<file path="config.mk">
export PLATFORM = sky130hd
export DESIGN_NAME = pipe_hazard_ctrl
export DESIGN_NICKNAME = d
export VERILOG_FILES = /design/src/rtl/pipe_hazard_ctrl.sv
export SDC_FILE = /design/constraint.sdc
export NUM_CORES = 1
export LEC_CHECK = 0
export CAP_MARGIN = 20
export CELL_PAD_IN_SITES_DETAIL_PLACEMENT = 1
export CELL_PAD_IN_SITES_GLOBAL_PLACEMENT = 2
export CORE_ASPECT_RATIO = 0.7
export CORE_MARGIN = 2
export CORE_UTILIZATION = 22
export DETAILED_ROUTE_END_ITERATION = 7
export GPL_TIMING_DRIVEN = 0
export HOLD_SLACK_MARGIN = 0.15
export PLACE_DENSITY = 0.73
export REMOVE_ABC_BUFFERS = 1
export SLEW_MARGIN = 0
export SYNTH_ARGS = -nofsm -noshare
export SYNTH_HDL_FRONTEND = slang
export SYNTH_SLANG_ARGS = --single-unit
</file>
<file path="constraint.sdc">
create_clock -name clk_50MHz -period 3.2 [get_ports clk_50MHz]
set_input_delay 0.96 -clock clk_50MHz [delete_from_list [all_inputs] [get_ports clk_50MHz]]
set_output_delay 0.96 -clock clk_50MHz [all_outputs]
set_load 0.01 [all_outputs]
</file>
<file path="src/rtl/pipe_hazard_ctrl.sv">
// Stall/flush controller for the 5-stage pipeline: load-use interlock, EXE jump
// flush, and IF/MEM arbitration of the shared SRAM with a wait-state sequencer.
//
// state    | meaning
// ---------+---------------------------------------------------------------
// RUN      | no data access in flight; IF owns SRAM unless MEM requests now
// MEM_BUSY | data access in flight; cnt counts hold cycles left before release
module pipe_hazard_ctrl #(
  parameter int         RAM_WAIT = 1,
  parameter int         CNT_W    = 4,
  parameter logic [3:0] REG_NONE = 4'hF
) (
  input  logic        clk_50MHz,
  input  logic        rst,
  input  logic [3:0]  id_REG_A,
  input  logic [3:0]  id_REG_B,
  input  logic        id_USE_A,
  input  logic        id_USE_B,
  input  logic        ie_RAM_EN,
  input  logic        ie_RAM_op,
  input  logic [3:0]  ie_WB_REG,
  input  logic        ie_JUMP_TAKEN,
  input  logic        em_RAM_REQ,
  output logic        pc_PAUSE,
  output logic        ii_PAUSE,
  output logic        ii_FLUSH,
  output logic        ie_PAUSE,
  output logic        ie_FLUSH,
  output logic        em_PAUSE,
  output logic        ram_SEL,
  output logic [15:0] stall_CNT
);

  typedef enum logic {
    RUN      = 1'b0,
    MEM_BUSY = 1'b1
  } state_t;

  // The request cycle is itself a hold cycle, so the counter starts two short.
  localparam logic [CNT_W-1:0] CNT_INIT = (RAM_WAIT > 1) ? CNT_W'(RAM_WAIT - 2) : '0;

  state_t           state, next_state;
  logic [CNT_W-1:0] cnt, cnt_nxt;
  logic             hold, release_cyc, load_use;

  assign load_use = ie_RAM_EN & ~ie_RAM_op & (ie_WB_REG != REG_NONE) &
                    ((id_USE_A & (id_REG_A == ie_WB_REG)) |
                     (id_USE_B & (id_REG_B == ie_WB_REG)));

  always_ff @(posedge clk_50MHz) begin
    if (!rst) begin
      state     <= RUN;
      cnt       <= '0;
      stall_CNT <= '0;
    end else begin
      state <= next_state;
      cnt   <= cnt_nxt;
      if (pc_PAUSE && (stall_CNT != 16'hFFFF))
        stall_CNT <= stall_CNT + 16'd1;
    end
  end

  always_comb begin
    next_state  = state;
    cnt_nxt     = cnt;
    hold        = 1'b0;
    release_cyc = 1'b0;
    pc_PAUSE    = 1'b0;
    ii_PAUSE    = 1'b0;
    ii_FLUSH    = 1'b0;
    ie_PAUSE    = 1'b0;
    ie_FLUSH    = 1'b0;
    em_PAUSE    = 1'b0;
    ram_SEL     = 1'b0;

    if (!rst) begin
      ii_FLUSH = 1'b1;
      ie_FLUSH = 1'b1;
    end else begin
      unique case (state)
        RUN: begin
          if (em_RAM_REQ) begin
            if (RAM_WAIT > 1) begin
              hold       = 1'b1;
              next_state = MEM_BUSY;
              cnt_nxt    = CNT_INIT;
            end else begin
              release_cyc = 1'b1;
            end
          end
        end
        MEM_BUSY: begin
          if (cnt != '0) begin
            hold    = 1'b1;
            cnt_nxt = cnt - 1'b1;
          end else begin
            release_cyc = 1'b1;
            next_state  = RUN;
          end
        end
        default: next_state = RUN;
      endcase

      ram_SEL = hold | release_cyc;

      // Jump and load-use wait out hold cycles; frozen ID/EXE re-present them.
      if (hold) begin
        pc_PAUSE = 1'b1;
        ii_PAUSE = 1'b1;
        ie_PAUSE = 1'b1;
        em_PAUSE = 1'b1;
      end else if (ie_JUMP_TAKEN) begin
        ii_FLUSH = 1'b1;
        ie_FLUSH = 1'b1;
      end else if (load_use) begin
        pc_PAUSE = 1'b1;
        ii_PAUSE = 1'b1;
        ie_FLUSH = 1'b1;
      end else if (release_cyc) begin
        pc_PAUSE = 1'b1;
        ii_FLUSH = 1'b1;
      end
    end
  end

endmodule

</file>
Yosys cells after proc, flatten, opt, wreduce, memory -nomap -nowiden
Cells that the tools add are included.
Widths: inputs -> output; s select.
{"block": "op_classes", "muxes": 26, "add_sub_neg": 2, "reduce_logical": 3, "eq_ne": 4, "bitwise": 9}
{"op": "$mux 1", "n": 25}
{"op": "$add 16x1->16 const B", "n": 1}
{"op": "$ne 16x16->1 const B", "n": 1}
{"op": "$eq 4x4->1", "n": 2}
{"op": "$and 1x1->1", "n": 5}
{"op": "$ne 4x4->1 const B", "n": 1}
{"op": "$reduce_bool 4->1", "n": 1}
{"op": "$sub 4x1->4 const B", "n": 1}
{"op": "$not 1->1", "n": 2}
{"op": "$or 1x1->1", "n": 2}
{"op": "$pmux 1 s2", "n": 1}
{"op": "$reduce_and 2->1", "n": 1}
{"op": "$logic_and 1x1->1", "n": 1}
{"block": "totals", "inputBits": 20, "register_bits": 21, "out_inout_bits": 23}

Logic depth before layout (Yosys ltp)
Gate-level depths: netlist of run 1.
{"block": "depth", "ltp_word": 10, "ltp_mapped": 8}

Least setup slack after synthesis of run 1
Ideal clock, no wire load.
{"block": "synth_timing", "kind": "input to output", "from": "input ie_WB_REG[2]", "to": "output pc_PAUSE", "arrival_time_ns": 2.260, "path_stages": 8, "setup_slack_ns": -0.020, "required_ns": 2.240, "path_cell_list": "nand4_1 > and3b_1 > nand4_1 > and3_1 > clkbuf_1 > clkbuf_1 > nor2_1 > o21a_1"}
{"block": "synth_between", "elab_chain_cells": 8}
{"item": "start, declared", "line_no": "21", "source": "input logic [3:0] ie_WB_REG,"}
{"item": "$eq 4x4->1 (on tied branches)", "line_no": "47, 48"}
{"item": "$and 1x1->1 (on tied branches)", "line_no": "47, 48"}
{"item": "$or 1x1->1", "line_no": "47", "source": "((id_USE_A & (id_REG_A == ie_WB_REG)) |"}
{"item": "$and 1x1->1 *", "line_no": "46", "source": "assign load_use = ie_RAM_EN & ~ie_RAM_op & (ie_WB_REG != REG_NONE) &"}
{"item": "$mux 1 *", "line_no": "115", "source": "end else if (load_use) begin"}
{"item": "$mux 1 *", "line_no": "112", "source": "end else if (ie_JUMP_TAKEN) begin"}
{"item": "$mux 1 *", "line_no": "107", "source": "if (hold) begin"}
{"item": "$mux 1 *", "line_no": "76", "source": "if (!rst) begin"}
{"item": "end, declared", "line_no": "24", "source": "output logic pc_PAUSE,"}
Mark *: on every way between the ends. The rest lies on a longest branch, timed or not.

Worst setup path in the final report of run 1
{"block": "layout_timing", "from": "input em_RAM_REQ", "to": "output pc_PAUSE"}
{"block": "layout_between", "elab_chain_cells": 8}
{"item": "start, declared", "line_no": "23", "source": "input logic em_RAM_REQ,"}
{"item": "$mux 1", "line_no": "82", "source": "if (em_RAM_REQ) begin"}
{"item": "$pmux 1 s2", "line_no": "80", "source": "unique case (state)"}
{"item": "$mux 1", "line_no": "76"}
{"item": "$mux 1", "line_no": "119", "source": "end else if (release_cyc) begin"}
{"item": "$mux 1", "line_no": "115"}
{"item": "$mux 1", "line_no": "112"}
{"item": "$mux 1", "line_no": "107"}
{"item": "$mux 1", "line_no": "76"}
No other way between the ends. The select of a mux whose other input is x is not followed.

==> impl_metrics.ini, run 1 <==
[power]
power.density_mw_per_mm2 = 265
power_uw = 523
p_leak_nw = 0.724
irDropWorstVdd_uv = 144

[timing]
setup_viol = 0
drv_slew = 0
fin_skew_ns = 0.00390
hold_viol_final = 0
max_slew_margin = 0.489
period_needed_ns = 3.16
tns_ns = 0
finalCritPeriodShare = 0.986
max_freq_mhz = 317
worst_pin_slew_ns = 0.765

[synthesis]
ys_warn_count = 0
synth_flop_cell = dfxtp_1
ys_async_sr_fraction = 0
synth-adder-area-share = 0.0204
synth_xor_area_frac = 0.0785
ys_seq_area_frac = 0.343
postSynthAreaPerCell_sq_um = 8.18
synth-compound-area-share = 0.186
yosysTopAreaCell = dfxtp_1
netlist.area_leader.share = 0.343
synth_top_cells_by_count = dfxtp_1, nand2_1, nor2_1
synth.most_common_cell = dfxtp_1
synth_top_family_by_area = simple AND/OR/NAND/NOR gates
yosysUniqueCellTypes = 36
synthMuxAreaShare = 0.0326
synth_edf_count = 0
synthSimpleGateAreaFrac = 0.292
synth-seq-cells = 21
synth_area_sq_mm = 0.00123
synthCells = 150
yosys-top-cells-area = dfxtp_1, xor2_1, o31ai_1, nand2_1, nand3_1

[route]
ant_nets = 0
drt_wl_total_microns = 4330
via_per_inst = 4.93
drt-pass1-iter-count = 4
vias = 1399
wl_per_cell_microns = 15.2
drtIter0Drc = 33
route.detailed.drc = 0

[grt]
grt_pass1_wl_microns = 6910
grt_max_degree = 20
grt_pass1_vias = 1454
grt_use_total = 0.142
grt_remaining_overflow = 0
antenna_found_initial = 0

[clocking]
clockRootBuffer = clkbuf_8
cts.sinks = 21
clkTransAtPathRegs_ns = 0.07
cts_buffers = 3
clkLatencyLatePin_ns = 0.26
tritoncts = done
h-tree-depth = 1
postCtsHoldBufs = 0
cts_buffer_depth = 2

[finish]
n_antenna_cell = 0
multi_input_area_sq_um = 887
fin_area_sq_mm = 0.00197
nets = 235
regArea_sq_um = 420
instances_no_fill = 284
drive_gt1_frac = 0.330
nFillCells = 643
area_growth_pct = 60.8

[critical_path]
arrival_ns = 2.20
cp-startpoint = em_RAM_REQ
worstPathMaxFanout = 6
slowest_delay_ns = 0.44
required_ns = 2.24
rrSetupSlack_ns = 0.62
r2r_start = cnt[0]
path_cells = clkdlybuf4s50_1, nor2_4, and3_4, nor2_2, o21a_1, buf_2
slowest_stage = clkdlybuf4s50_1
reg2reg_depth = 8
worst-setup-path-type = in -> out
crit_path_start_kind = input port
worst_setup_path_end_kind = primary output
rr_endpoint = stall_CNT[10]

[hold_path]
min_path_type = reg -> reg
min_to = stall_CNT[9]
holdPathStages = 2
holdCritStartpoint = stall_CNT[9]

[floorplanning]
start_util = 0.231
chipHeight_microns = 66.5
dieArea_sq_mm = 0.00620
num_rows = 22
io_pins = 43
core_area_sq_mm = 0.00531
die_w_microns = 93.3

[placement]
place_area_sq_mm = 0.00171
io_buffers = 42
place_inst = 258
place_congestion = 0.757
place.detailed.hpwl_microns = 2820

[run]
drv_cap = 0

[outcome]
outcome = finished clean
==> worst max path at each step <==
stage	depth (start not counted)	slack [ns]	end
after floorplan	6	0.19	pc_PAUSE
after global placement	8	-1.06	pc_PAUSE
after detailed placement	8	-1.10	pc_PAUSE
after CTS	4	0.004	ram_SEL
after global routing	8	-0.001	pc_PAUSE
final	6	0.04	pc_PAUSE
==> critical path: cells and delay by family <==
family | cells | cell delay (ns)
AO/OA/AOI/OAI | 1 | 0.17
buffers and inverters | 2 | 0.57
AND/OR/NAND/NOR | 3 | 0.48
==> through the flow <==
step | util | setup slack (ns) | hold slack (ns)
2_1_floorplan | - | 0.192 | 0.480
3_3_place_gp | 0.322 | -1.06 | 0.484
3_5_place_dp | 0.322 | -1.10 | 0.495
4_1_cts | 0.365 | 0.00380 | 0.506
5_1_grt | 0.371 | -0.00126 | 0.554
6_report | 0.371 | 0.0447 | 0.501
==> sequential cells by signal (all words and copies together), names as in the netlist <==
register	cells
stall_CNT	16
state	1
cnt	4
==> where the power goes <==
group          total [mW]  internal, mW  switching (mW)
Clock               0.176        0.0887          0.0872
Sequential          0.264         0.262         0.00202
Combinational      0.0825        0.0379          0.0446
Total               0.523         0.389           0.134
==> logic make-up after synthesis <==
logic type,count (synthesis)
compound gates,32
xor+xnor,11
fa+ha+maj,2
buf+inv,15
flops,21
mux,4
simple gates,65
==> routing by layer <==
| metal | vias to the layer above | routed length [microns] | track usage |
|---|---|---|---|
| met5 | - | 0 | 0 |
| met1 | 678 | 2030 | 0.181 |
| met2 | 33 | 2090 | 0.247 |
| met3 | 4 | 151 | 0.0260 |
| met4 | 0 | 56 | 0.0386 |
| li1 | 684 | - | - |
==> cell usage in the layout, fill, tap and decap left out, drive strengths merged <==
cell type	Yosys	final
o211ai	2	2
clkinvlp	0	1
or4b	1	1
nor2	10	10
or4	5	5
mux2i	4	4
nor3b	1	1
nand3	9	9
a211oi	1	1
or2	1	1
clkbuf	5	10
and3b	1	1
o31ai	9	9
o21ai	6	6
nand2	15	15
and4	2	2
o21bai	1	1
clkdlybuf4s50	0	23
xor2	8	8
o311ai	4	4
a21oi	6	6
o21a	1	1
o311a	2	2
and3	5	7
dlygate4sd2	0	4
dfxtp	21	21
buf	1	29
nand4	4	4
nor4	2	2
ha	2	2
or3	2	2
xnor2	3	3
inv	9	8
nor3	5	5
nand2b	2	2
==> what timing repair did <==
item                       CTS  global route
hold endpoints to repair     0             0
pin swaps                   13            25
gates resized for setup     63            32
setup endpoints to repair    7            21
cloned                       2             0
buffers inserted            19             2
==> final cells by class <==
cell class	instances	area share
Clock buffer	4	0.0228
Multi-Input combinational cell	116	0.450
Tap cell	72	0.0457
Inverter	9	0.0190
Sequential cell	21	0.213
Timing Repair Buffer	62	0.250
Power figures use the tool's default switching activity.
==> run 2: changes to the inputs <==
CELL_PAD_IN_SITES_DETAIL_PLACEMENT = not set   (was 1)
CELL_PAD_IN_SITES_GLOBAL_PLACEMENT = not set   (was 2)
CORE_ASPECT_RATIO = not set   (was 0.7)
CORE_UTILIZATION = 40   (was 22)
GPL_TIMING_DRIVEN = not set   (was 0)
PLACE_DENSITY = 0.74   (was 0.73)
==> run 2 against run 1 <==
  * Clock-buffer cell count shrank 1
  * First-iteration DRC count grew 6.1%
  * Critical path depth grew 1
  * Fmax shrank 0.67%
  * Register-to-register slack gained 0.04 ns
  * Core utilization grew 28 points
  * Design area shrank 2.2%
  * Wire length shrank 9.5%
  * Setup slack lost 0.021 ns
==> impl_metrics.ini, run 2 (same netlist as run 1, synthesis figures left out) <==
[outcome]
outcome = finished clean

[grt]
grt_pass1_vias = 1498
grt_remaining_overflow = 0
grt_max_degree = 21
antenna_found_initial = 0
grt_pass1_wl_microns = 6310
grt_use_total = 0.238

[critical_path]
slowest_stage = and4_4
worst-setup-path-type = in -> out
arrival_ns = 2.22
path_common_cell = buf_2
required_ns = 2.24
reg2reg_depth = 8
worstPathMaxFanout = 3
path_cells = buf_2, xor2_1, nor3_2, and4_4, nor2_1, o31ai_1, buf_2
rr_endpoint = stall_CNT[10]
r2r_start = cnt[0]
cpLargestDelayFamily = simple AND/OR/NAND/NOR gates
crit_path_start_kind = input port
crit_buf_inv = 2
slowest_delay_ns = 0.30
rrSetupSlack_ns = 0.66
worst_setup_path_end_kind = primary output

[finish]
nets = 234
fin_util = 0.648
n_antenna_cell = 0
multi_input_area_sq_um = 880
drive_gt1_frac = 0.303
regMostFlops = stall_CNT
instances_no_fill = 244
area_growth_pct = 57.2
regArea_sq_um = 420
top_regs = stall_CNT: 16 flops, cnt: 4 flops, state: 1 flops
nFillCells = 256
final_cell_mix = dfxtp_1, clkdlybuf4s50_1, buf_4
largest_register_ffs = 16

[hold_path]
min_path_type = reg -> reg
holdPathStages = 2
min_to = stall_CNT[10]
holdCritStartpoint = stall_CNT[10]

[floorplanning]
num_rows = 20
io_pins = 43
core_area_sq_mm = 0.00298
chipHeight_microns = 59.4
die_w_microns = 59.4
dieArea_sq_mm = 0.00353
start_util = 0.412

[placement]
pre_cts_slack_ns = -0.725
place_inst = 228
place_congestion = 0.766
place.detailed.hpwl_microns = 2470
io_buffers = 42

[timing]
worst_pin_slew_ns = 0.744
drv_slew = 0
fin_ws_ns = 0.0234
period_needed_ns = 3.18
hold_viol_final = 0
rsz0062_at_grt = yes
max_slew_margin = 0.498
max_freq_mhz = 315
setup_viol = 0
fin_skew_ns = 0.0157
finalCritPeriodShare = 0.993

[route]
via_per_inst = 5.87
drt_wl_total_microns = 3920
vias = 1433
ant_nets = 0
drt-pass1-iter-count = 4
wl_per_cell_microns = 16.1
drtIter0Drc = 35
route.detailed.drc = 0

[clocking]
cts_buffers = 3
tritoncts = done
clkLatencyLatePin_ns = 0.32
cts_buffer_depth = 2
clockRootBuffer = clkbuf_4
h-tree-depth = 1
clkTransAtPathRegs_ns = 0.14
postCtsHoldBufs = 0
cts.sinks = 21

[power]
power_uw = 491
irDropWorstVdd_uv = 101
power.density_mw_per_mm2 = 255
p_leak_nw = 0.748

[run]
drv_cap = 0
==> run 2: worst max-delay path by stage <==
stage	startpoint	endpoint	slack, ns	depth (start not counted)
2_1_floorplan	ie_WB_REG[0]	pc_PAUSE	0.19	6
3_3_place_gp	ie_WB_REG[2]	ii_FLUSH	-0.73	8
3_5_place_dp	ie_WB_REG[3]	ii_FLUSH	-0.73	8
4_1_cts	id_REG_B[2]	ii_PAUSE	0.006	7
5_1_grt	id_REG_A[3]	pc_PAUSE	-0.04	8
6_report	ie_WB_REG[2]	ii_PAUSE	0.02	7
==> run 2: worst min-delay path, cell delays in order (launching register included) <==
cell and delay (ns):
dfxtp_1 0.35, o31ai_1 0.07, a21oi_1 0.06
==> run 2: repair_timing <==
action	CTS	global route
setup buffers	10	2
cloned	0	0
pin swaps	12	16
setup endpoints to repair	7	12
resized for setup	53	38
==> run 2: power by group <==
group / internal (mW) / switching (mW)
logic: 0.0454 / 0.0460
registers: 0.263 / 0.00218
clock network: 0.0467 / 0.0880
==> run 2: routing by layer <==
| layer | up-vias | global-route usage | share of wire |
|---|---|---|---|
| li1 | 676 | - | - |
| met1 | 663 | 0.240 | 0.37 |
| met2 | 74 | 0.418 | 0.52 |
| met3 | 20 | 0.0459 | 0.061 |
| met4 | 0 | 0.198 | 0.044 |
| met5 | - | 0 | 0 |
==> run 2: layout make-up <==
type                       instances  area share
sequential                        21       0.218
multi-input combinational        114       0.456
tap                               33      0.0214
inverter                           9      0.0175
clock inverter                     1     0.00259
clock buffer                       3      0.0117
timing repair buffer              63       0.273
==> run 2: metrics by stage <==
stage / hold WS, ns / cell area (sq um) / setup TNS (ns)
after floorplan: 0.480 / 1200 / 0
after global placement: 0.475 / 1730 / -2.90
after detailed placement: 0.482 / 1730 / -3.18
after CTS: 0.511 / 1850 / 0
after global routing: 0.550 / 1930 / -0.0686
final: 0.519 / 1930 / 0
==> run 3: changes to the inputs <==
CORE_ASPECT_RATIO = 1.4   (was not set)
==> run 3 against run 2 <==
  * Core utilization up 1.2 points
  * First-iteration DRC count unchanged
  * Cell count up 2.5%
  * Clock power up 33%
  * Clock-buffer cell count unchanged
  * Setup slack better by 0.0042 ns
  * Sequential share of layout area up 0.11 points
  * Power up 8.0%
  * Register-to-register slack better by 0.03 ns
  * Largest cell class unchanged
==> impl_metrics.ini, run 3 (same netlist as run 1, synthesis figures left out) <==
[finish]
nFillCells = 246
n_antenna_cell = 0
final_cell_mix = buf_4, dfxtp_1, clkdlybuf4s50_1
drive_gt1_frac = 0.282
nets = 236
area_growth_pct = 56.4
top_regs = stall_CNT: 16 flops, cnt: 4 flops, state: 1 flops
fin_util = 0.660
regMostFlops = stall_CNT
largest_register_ffs = 16
layout_commonest_cell = buf_4

[route]
met3_length_microns = 195
vias = 1382
ant_nets = 0
drt_wl_total_microns = 3530
wl_met2_microns = 1850
wl_met1_microns = 1410
drtIter0Drc = 35
wl_per_cell_microns = 14.1
via_per_inst = 5.53
drt-pass1-iter-count = 4
route.detailed.drc = 0
top_layer_used = met4

[floorplanning]
start_util = 0.422
chipHeight_microns = 69.5
die_w_microns = 50.8
num_rows = 23
io_pins = 43
dieArea_sq_mm = 0.00353
core_area_sq_mm = 0.00291

[power]
internal_power_uw = 394
irDropWorstVdd_uv = 175
pwr-share-clk = 0.339
combPwrFrac = 0.163
p_leak_nw = 0.748
power.density_mw_per_mm2 = 276
swShare = 0.257
power_switching_uw = 136
power_frac_seq = 0.498

[critical_path]
r2r_start = cnt[0]
required_ns = 2.24
rr_endpoint = stall_CNT[10]
reg2reg_depth = 8
rrSetupSlack_ns = 0.69
cp-endpoint = pc_PAUSE
worst_setup_path_end_kind = primary output
cp-startpoint = ie_RAM_EN
worst-setup-path-type = in -> out
worstPathMaxFanout = 3
crit_path_start_kind = input port
arrival_ns = 2.21

[timing]
tns_ns = 0
fin_skew_ns = 0.00178
drv_slew = 0
hold_viol_final = 0
period_needed_ns = 3.17
finalCritPeriodShare = 0.991
fin_ws_ns = 0.0276
rsz0062_at_grt = yes
max_freq_mhz = 315
max_slew_margin = 0.705
worst_pin_slew_ns = 0.439
setup_viol = 0

[clocking]
h-tree-depth = 1
cts_buffers = 3
clockRootBuffer = clkbuf_8
clkTransAtPathRegs_ns = 0.08
tritoncts = done
cts.sinks = 21
cts_buffer_depth = 2
clkLatencyLatePin_ns = 0.26

[placement]
place.detailed.hpwl_microns = 2450
io_buffers = 42
pre_cts_slack_ns = -0.746
place_congestion = 0.795

[grt]
grt_use_total = 0.204
grt_pass1_wl_microns = 5770
grt_max_degree = 21
antenna_found_initial = 0
grt_pass1_vias = 1350
grt_remaining_overflow = 0

[outcome]
outcome = finished clean

[hold_path]
min_path_type = reg -> reg

[run]
drv_cap = 0
## run 3: cell count changes in the layout (fill, tap and decap cells not counted), sizes merged
cell	change
dlygate4sd2	-2
buf	+3
dlymetal6s2s	+1
## run 3: worst min path at each step
stage               endpoint  cells past startpoint           from  slack, ns
6_report       stall_CNT[10]                      2  stall_CNT[10]       0.50
5_1_grt         stall_CNT[9]                      2   stall_CNT[9]       0.52
3_5_place_dp   stall_CNT[10]                      2  stall_CNT[10]       0.49
4_1_cts        stall_CNT[10]                      2  stall_CNT[10]       0.50
2_1_floorplan         cnt[3]                      2         cnt[3]       0.48
3_3_place_gp    stall_CNT[4]                      1   stall_CNT[4]       0.47
## run 3: power by group through the flow
stage	Combinational (mW)	Sequential (mW)	Clock, mW
detailed placement	0.0796	0.270	0
floorplan	0.0265	0.271	0
finish	0.0864	0.264	0.180
CTS	0.0787	0.264	0.181
global route	0.0934	0.265	0.192
global placement	0.0781	0.270	0
## run 3: area by class of cell
type / count / area, sq um / area share
sequential: 21 / 420 / 0.219
tap: 37 / 46.3 / 0.0241
timing repair buffer: 65 / 546 / 0.284
inverter: 9 / 33.8 / 0.0176
multi-input combinational: 114 / 827 / 0.431
clock buffer: 3 / 41.3 / 0.0215
clock inverter: 1 / 5.00 / 0.00261
## run 3: timing repair
action | CTS | global route
buffers inserted | 11 | 2
endpoints found under the setup margin | 6 | 11
pin swaps | 16 | 19
resized for setup | 59 | 27
hold buffers | 0 | 0
## run 3: critical path: stages
cell and delay (ns):
dlygate4sd2_1 0.22, and3b_2 0.23, buf_6 0.12, nand4_1 0.12, and3_4 0.23, nor2_4 0.04, o21a_1 0.16, buf_2 0.13
## run 3: routing by layer
| metal | global-route usage | vias up |
|---|---|---|
| met5 | 0 | - |
| met4 | 0.0811 | 0 |
| met3 | 0.0323 | 7 |
| met2 | 0.368 | 53 |
| met1 | 0.231 | 646 |
| li1 | - | 676 |
## run 3: through the flow
step	hold slack, ns	instance area, sq um	cells	power (mW)
2_1_floorplan	0.480	1200	144	0.297
3_3_place_gp	0.467	1750	234	0.349
3_5_place_dp	0.492	1750	234	0.350
4_1_cts	0.503	1870	249	0.524
5_1_grt	0.518	1920	250	0.550
6_report	0.503	1920	250	0.530
